**src/rtl/mem_wb_stage.sv**
```systemverilog
// mem_wb_stage: EX/MEM and MEM/WB pipeline registers, data memory and forwarding selects.
// Define OV_TRAP_EN to squash overflowing instructions and raise the sticky OvFlag.
module mem_wb_stage #(
   parameter int DATA_WIDTH     = 8,
   parameter int REG_DIR_WIDTH  = 3,
   parameter int MEM_ADDR_WIDTH = 5
) (
   input  logic                     clk,
   input  logic                     rst_n,
   input  logic [DATA_WIDTH-1:0]    ALUResult,
   input  logic [DATA_WIDTH-1:0]    StoreData,
   input  logic [REG_DIR_WIDTH-1:0] WriteReg,
   input  logic                     Ov,
   input  logic                     RegWrite,
   input  logic                     MemRead,
   input  logic                     MemWrite,
   input  logic                     MemtoReg,
   input  logic [REG_DIR_WIDTH-1:0] Rs,
   input  logic [REG_DIR_WIDTH-1:0] Rt,
   input  logic                     stall,
   input  logic                     flush,
   output logic [DATA_WIDTH-1:0]    Address,
   output logic [DATA_WIDTH-1:0]    WBData,
   output logic [REG_DIR_WIDTH-1:0] WBReg,
   output logic                     WBRegWrite,
   output logic [1:0]               Forward_A,
   output logic [1:0]               Forward_B,
   output logic                     OvFlag
);

   localparam int DEPTH = 1 << MEM_ADDR_WIDTH;

   logic [DATA_WIDTH-1:0]     exm_store;
   logic [REG_DIR_WIDTH-1:0]  exm_reg;
   logic                      exm_regwrite;
   logic                      exm_memread;
   logic                      exm_memwrite;
   logic                      exm_memtoreg;
   logic [DATA_WIDTH-1:0]     mem [DEPTH];
   logic [MEM_ADDR_WIDTH-1:0] mem_idx;
   logic [DATA_WIDTH-1:0]     mem_rdata;
   logic                      trap;
   logic                      unused_bits;

   // Upper address bits are dropped, so accesses wrap around the array.
   assign mem_idx   = Address[MEM_ADDR_WIDTH-1:0];
   assign mem_rdata = mem[mem_idx];

`ifdef OV_TRAP_EN
   assign trap        = Ov;
   assign unused_bits = exm_memread;

   always_ff @(posedge clk) begin
      if (!rst_n) begin
         OvFlag <= 1'b0;
      end else if (!stall && Ov) begin
         OvFlag <= 1'b1;
      end
   end
`else
   assign trap        = 1'b0;
   assign OvFlag      = 1'b0;
   assign unused_bits = ^{Ov, exm_memread};
`endif

   always_ff @(posedge clk) begin
      if (!rst_n) begin
         Address      <= '0;
         exm_store    <= '0;
         exm_reg      <= '0;
         exm_regwrite <= 1'b0;
         exm_memread  <= 1'b0;
         exm_memwrite <= 1'b0;
         exm_memtoreg <= 1'b0;
         WBData       <= '0;
         WBReg        <= '0;
         WBRegWrite   <= 1'b0;
      end else if (!stall) begin
         Address   <= ALUResult;
         exm_store <= StoreData;
         exm_reg   <= WriteReg;
         // A flush turns the incoming instruction into a bubble but still loads its data.
         if (flush) begin
            exm_regwrite <= 1'b0;
            exm_memread  <= 1'b0;
            exm_memwrite <= 1'b0;
            exm_memtoreg <= 1'b0;
         end else begin
            exm_regwrite <= RegWrite & ~trap;
            exm_memread  <= MemRead;
            exm_memwrite <= MemWrite & ~trap;
            exm_memtoreg <= MemtoReg;
         end
         WBData     <= exm_memtoreg ? mem_rdata : Address;
         WBReg      <= exm_reg;
         WBRegWrite <= exm_regwrite;
      end
   end

   // Reset wins over a store sitting in EX/MEM, so no write happens at a reset edge.
   always_ff @(posedge clk) begin
      if (rst_n && !stall && exm_memwrite) begin
         mem[mem_idx] <= exm_store;
      end
   end

   always_comb begin
      Forward_A = 2'd0;
      Forward_B = 2'd0;
      if (exm_regwrite && !exm_memtoreg && (exm_reg != '0) && (exm_reg == Rs)) begin
         Forward_A = 2'd2;
      end else if (WBRegWrite && (WBReg != '0) && (WBReg == Rs)) begin
         Forward_A = 2'd1;
      end
      if (exm_regwrite && !exm_memtoreg && (exm_reg != '0) && (exm_reg == Rt)) begin
         Forward_B = 2'd2;
      end else if (WBRegWrite && (WBReg != '0) && (WBReg == Rt)) begin
         Forward_B = 2'd1;
      end
   end

endmodule

```
**config.mk**
```make
export PLATFORM = sky130hd
export DESIGN_NAME = mem_wb_stage
export DESIGN_NICKNAME = d
export VERILOG_FILES = /design/src/rtl/mem_wb_stage.sv
export SDC_FILE = /design/constraint.sdc
export NUM_CORES = 1
export LEC_CHECK = 0
export ABC_CLOCK_PERIOD_IN_PS = 2200
export CAP_MARGIN = 10
export CORE_MARGIN = 4
export CORE_UTILIZATION = 40
export DETAILED_ROUTE_END_ITERATION = 10
export PLACE_DENSITY = 0.66
export SETUP_SLACK_MARGIN = 0.15
export SYNTH_ARGS = -nofsm -noshare
export SYNTH_HDL_FRONTEND = slang
export SYNTH_SLANG_ARGS = --single-unit
export TNS_END_PERCENT = 50
```
**constraint.sdc**
```tcl
create_clock -name clk -period 2.2 [get_ports clk]
set_clock_uncertainty 0.05 [all_clocks]
set_input_delay 0.66 -clock clk [delete_from_list [all_inputs] [get_ports clk]]
set_output_delay 0.66 -clock clk [all_outputs]
set_load 0.1 [all_outputs]
```
[Yosys cells after proc, flatten, opt, wreduce, memory -nomap -nowiden]
Memories as Yosys holds them, arrays and structs flattened. A register that Yosys moved wholly into a read port is not among the register bits.
Index checks and enable logic that the tools add are counted.
Storage, ports and cells
  input port bits: 34
  word-level logic and storage cells: 39
  output and inout bits: 25
  flip-flop bits (word level): 34
  bits in writable memories: 256
  memories: 1
Memories
  mem: depth 32, bits a word 8, read ports 1, clocked after memory_dff 1, write ports 1, RTL line 39  | logic [DATA_WIDTH-1:0] mem [DEPTH];
Cells by class
  mux-type cells: 12
  reductions and logical operators: 13
  eq/ne operators: 4
Operators by type and width (count)
  $eq A3 B3 Y1: 4
  $mux W5: 2
  $logic_and A1 B1 Y1: 9
  $mux W8: 1
  $mux W1: 7
  $reduce_bool A3 Y1: 2
  $mux W2: 2
  $logic_not A1 Y1: 2

[Longest topological paths before layout]
Gate-level depths: netlist (run 1).
  word-level depth: 5
  mapped depth: 8
  depth with buffers taken out: 5

[Worst setup path before layout (run 1)]
Ideal clock, no wire load.
  path kind: in2out
  start point: input Rs[0]
  end point: output Forward_A[0]
  stages: 3
  path slack: -4145 ps
  data required time: 1490 ps
  arrival: 5635 ps
  path buffers: 0
  cell sequence: xor2_1 > nor4_1 > nor3_1
On the way
  word-level cells in the longest chain between the ends: 4
  elaborated cells on any way between the ends: 6
  those cells by class: eq/ne: 2; mux: 2; reduce/logical: 2
RTL lines
  start, declared: RTL line 18  | input logic [REG_DIR_WIDTH-1:0] Rs,
  $eq A3 B3 Y1: RTL line 112  | end else if (WBRegWrite && (WBReg != '0) && (WBReg == Rs)) begin
  $logic_and A1 B1 Y1: RTL line 112
  $mux W1: RTL line 112
  $mux W2 (*): RTL line 110  | if (exm_regwrite && !exm_memtoreg && (exm_reg != '0) && (exm_reg == Rs)) begin
  end, declared: RTL line 26  | output logic [1:0] Forward_A,
Mark *: on every way between the ends. The rest lies on a longest branch, timed or not.

[Final worst setup path (run 1)]
  start point: register exm_reg[0]
  end point: output Forward_A[0]
On the way
  word-level cells in the longest chain between the ends: 4
  elaborated cells on any way between the ends: 5
  those cells by class: eq/ne: 1; mux: 1; reduce/logical: 3
RTL lines
  start, declared: RTL line 34  | logic [REG_DIR_WIDTH-1:0] exm_reg;
  start signal, assigned: RTL line 81  | exm_reg <= WriteReg;
  $reduce_bool A3 Y1: RTL line 110
  $logic_and A1 B1 Y1: RTL line 110
  $logic_and A1 B1 Y1 (*): RTL line 110
  $mux W2 (*): RTL line 110
Marked as above.

==> results of run 1 <==
worst max-delay path: stages, from the launching register on:
cell,delay [ns]
sky130_fd_sc_hd__dfxtp_1,0.33
sky130_fd_sc_hd__buf_4,0.17
sky130_fd_sc_hd__xor2_2,0.19
sky130_fd_sc_hd__nor4_4,0.27
sky130_fd_sc_hd__buf_4,0.16
sky130_fd_sc_hd__nor3_4,0.04
sky130_fd_sc_hd__buf_12,0.18
per-layer routing:
layer  GRT usage (%)  vias to the layer above  wire (µm)
met5               0                        -          0
met4            3.90                        0        561
met3            2.13                       40       1260
met2            24.9                      165      12500
met1            20.9                     3226      11000
li1                -                     2998          -
synth_stat cells, types with 10 or more instances:
| master | count | area [µm²] |
|---|---|---|
| sky130_fd_sc_hd__nand2_1 | 18 | 67.6 |
| sky130_fd_sc_hd__mux2i_1 | 124 | 1240 |
| sky130_fd_sc_hd__nand2b_1 | 10 | 62.6 |
| sky130_fd_sc_hd__nor2_1 | 36 | 135 |
| sky130_fd_sc_hd__edfxtp_1 | 256 | 7690 |
| sky130_fd_sc_hd__nor2b_1 | 28 | 175 |
| sky130_fd_sc_hd__dfxtp_1 | 39 | 781 |
| sky130_fd_sc_hd__mux4_2 | 16 | 360 |
| sky130_fd_sc_hd__a22oi_1 | 38 | 285 |
| sky130_fd_sc_hd__a21oi_1 | 19 | 95.1 |
cells by family (layout without fill, tap and decap cells):
group	after synthesis	in the layout	share of synthesized area, %
flops	295	295	70.9
buf+inv	44	184	3.36
xor+xnor	12	12	0.879
mux	140	140	13.4
compound gates	93	93	5.95
simple gates	123	123	5.53
other cells	1	1	0.0314
stage by stage:
stage	util, %	power (µW)	hold slack [ns]
finish	50.4	12300	0.473
global placement	46.3	7210	0.453
floorplan	-	6900	0.456
CTS	50.1	12400	0.476
global route	50.4	12700	0.530
detailed placement	46.3	7220	0.460
report_power, final:
group	switching (µW)	internal, µW	leakage, µW
combinational	548	388	0.00173
sequential	69.3	6120	0.00252
clock	2030	3150	0.000516
total	2650	9650	0.00478
cell usage in the layout (no fill, tap or decap), drive strengths merged, types with 6 or more instances in the layout:
master,instances
dfxtp,39
a221oi,6
o21ai,8
clkinv,6
nand2b,10
a22o,11
nand2,19
mux4,16
nor2b,29
xnor2,6
clkbuf,47
dlygate4sd2,6
xor2,6
mux2i,124
clkdlybuf4s50,24
a21oi,19
buf,97
a22oi,38
nor4,7
edfxtp,256
nor2,37
layout make-up:
type	instances	area, µm²	area share, %
multi-input combinational	369	3430	23.0
inverter	1	3.75	0.0252
clock buffer	47	937	6.29
sequential	295	8490	57.0
clock inverter	9	96.3	0.647
tap	390	488	3.28
timing repair buffer	127	1450	9.71
final timing paths:
check	start	cells after the start	slack (ns)	to
setup / recovery	exm_reg[0]	6	-0.40	Forward_A[0]
hold / removal	exm_store[7]	2	0.47	exm_store[7]
setup reg to reg	flop	7	0.19	WBData[5]
hold reg to reg	exm_store[7]	2	0.47	exm_store[7]
repair_timing:
item | 4_1_cts | 5_1_grt
endpoints found under the setup margin | 12 | 9
hold endpoints to repair | 0 | 0
setup buffers | 2 | 0
pin swaps | 5 | 2
resized for setup | 17 | 14
hold buffers | 0 | 0
==> run summary, run 1 <==
The number of warnings printed during yosys synthesis came out at 0. The number of antenna diodes in the final layout is 0. The average instance in the mapped netlist occupies roughly 17 µm². Counting the fill cells in the layout gives ~2,400. In this run the static leakage power is between 0.004 and 0.005 µW. The clock transition at the registers of the reported paths is ~0.060 ns. For this block, the initial DRC count from the detailed router was roughly 520. The remaining design rule violation count is 0.

The area growth from synthesis to layout is 24.6%. The setup slack after placement came out at -0.559 ns. The number of antenna violations at the first check in global routing is 0.

At the end of the flow, the number of nets in the layout was 858. The cell area reported after detailed placement came out at around 14,000 µm². The average wire per standard cell is approximately 20 µm. The power per standard cell area is roughly 830 nW/µm². The final worst slack is -0.401 ns.

The prevailing post-synth register cell is sky130_fd_sc_hd__edfxtp_1. The global-route wire length before repair came out at approximately 38 mm. The final reports fail on setup timing.

STA classifies the critical path endpoint as an output pin. The number of clock sinks seen by CTS is 295. Clock tree synthesis selected as its root buffer the cell sky130_fd_sc_hd__clkbuf_16.

The type of the worst setup path is flop to output pin. The sum of net half-perimeters after detailed placement is around 16 mm. The data required time of the critical path came out at 1.49 ns. The aggregate routed wire length is between 20 and 30 mm. Across the VDD grid, the largest voltage drop is around 0.64 mV.

When the netlist entered floorplanning its net count stood at approximately 740. The routed via count divided by cell count is approximately 5.2. The final sum of negative setup slack came out at -1.45 ns. The maximum fanout count along the critical path is 4.

The clock reaches the later pin of the worst-skew pair after 0.55 ns. The fmax is between 300 and 400 MHz. The starting utilization of the core area is approximately 40%. The total overflow left after global routing is 0.

STA classifies the critical path startpoint as a flop. The number of global-route vias before repair was ~6,400. The die is roughly 180 µm tall. The detail route stage leaves a number of antenna-violating nets equal to 0. The worst hold path belongs to the class flop to flop. The fraction of the yosys area taken by sequential cells is 70.9%.

Of the available clock period, the critical path in the final layout requires 118%. The number of failing setup endpoints in the final timing report is 4. The final hold violation count came out at 0. The flow ran to the end, but the final reports show violations. In the final layout, the share of cells above drive strength 1 is 27.1%. The reported max-cap violation count is 0. The final period demand of the worst path is 2.60 ns. The die footprint came out at about 33,000 µm². The synthesized design contains 295 register bits. The post-route cell area came out at roughly 15,000 µm². The proportion of register bits with asynchronous set or reset after synthesis is 0%. The count of flip-flops with a built-in enable after synthesis is around 260. The largest buffer count on any clock path came out at 3. The final count of pins violating max slew was 0. Input and output buffers added on the ports amount to 55.

The CTS H-tree depth is 1. The number of flip-flops under the largest register name came out at 256. At the end of routability-driven placement, the weighted congestion stood at ~0.77.

The pin count of the biggest net entering global routing came out at 39. The first detailed-routing pass took 5 iterations. The number of cell rows came out at 63.

The standard cell core area is 29,600 µm². The final cell count without fillers came out at ~1,200. TritonCTS built the clock tree.

Counting flops per register, the top entry is mem. Setup repair after global routing could not meet its margin everywhere. The number of cells after detailed placement came out at roughly 1,200. The synthesized area came out at around 12,000 µm². The count of unique library cells instantiated by Yosys came out at 50. The worst path arrival time came out at 1.89 ns. TritonCTS created 30 clock buffers. For the pin with the worst max-slew slack, the measured transition is 0.582 ns. The all-layer global routing usage came out at around 15%. The horizontal die dimension is 181 µm.

The worst slew slack as a fraction of its limit is approximately three fifths. The number of top-level design ports is just under 60. The gate count after technology mapping came out at 708.

The number of vias in the routed layout came out at ~6,400.
(Power assumes the default switching activity.)
==> run 2, diff against run 1 <==
--- a/config.mk
+++ b/config.mk
@@ -6,12 +6,13 @@
 export NUM_CORES = 1
 export LEC_CHECK = 0
 export ABC_CLOCK_PERIOD_IN_PS = 2200
-export CAP_MARGIN = 10
+export CAP_MARGIN = 25
 export CORE_MARGIN = 4
 export CORE_UTILIZATION = 40
 export DETAILED_ROUTE_END_ITERATION = 10
 export PLACE_DENSITY = 0.66
 export SETUP_SLACK_MARGIN = 0.15
+export SLEW_MARGIN = 10
 export SYNTH_ARGS = -nofsm -noshare
 export SYNTH_HDL_FRONTEND = slang
 export SYNTH_SLANG_ARGS = --single-unit
==> results of run 2 <==
No change in the layout: final DEF, timing and power equal those of run 1.
==> run 3, diff against run 2 <==
--- a/config.mk
+++ b/config.mk
@@ -9,6 +9,7 @@
 export CAP_MARGIN = 25
 export CORE_MARGIN = 4
 export CORE_UTILIZATION = 40
+export CTS_CLUSTER_DIAMETER = 60
 export DETAILED_ROUTE_END_ITERATION = 10
 export PLACE_DENSITY = 0.66
 export SETUP_SLACK_MARGIN = 0.15
==> results of run 3 <==
No change in the layout: final DEF, timing and power equal those of run 1.
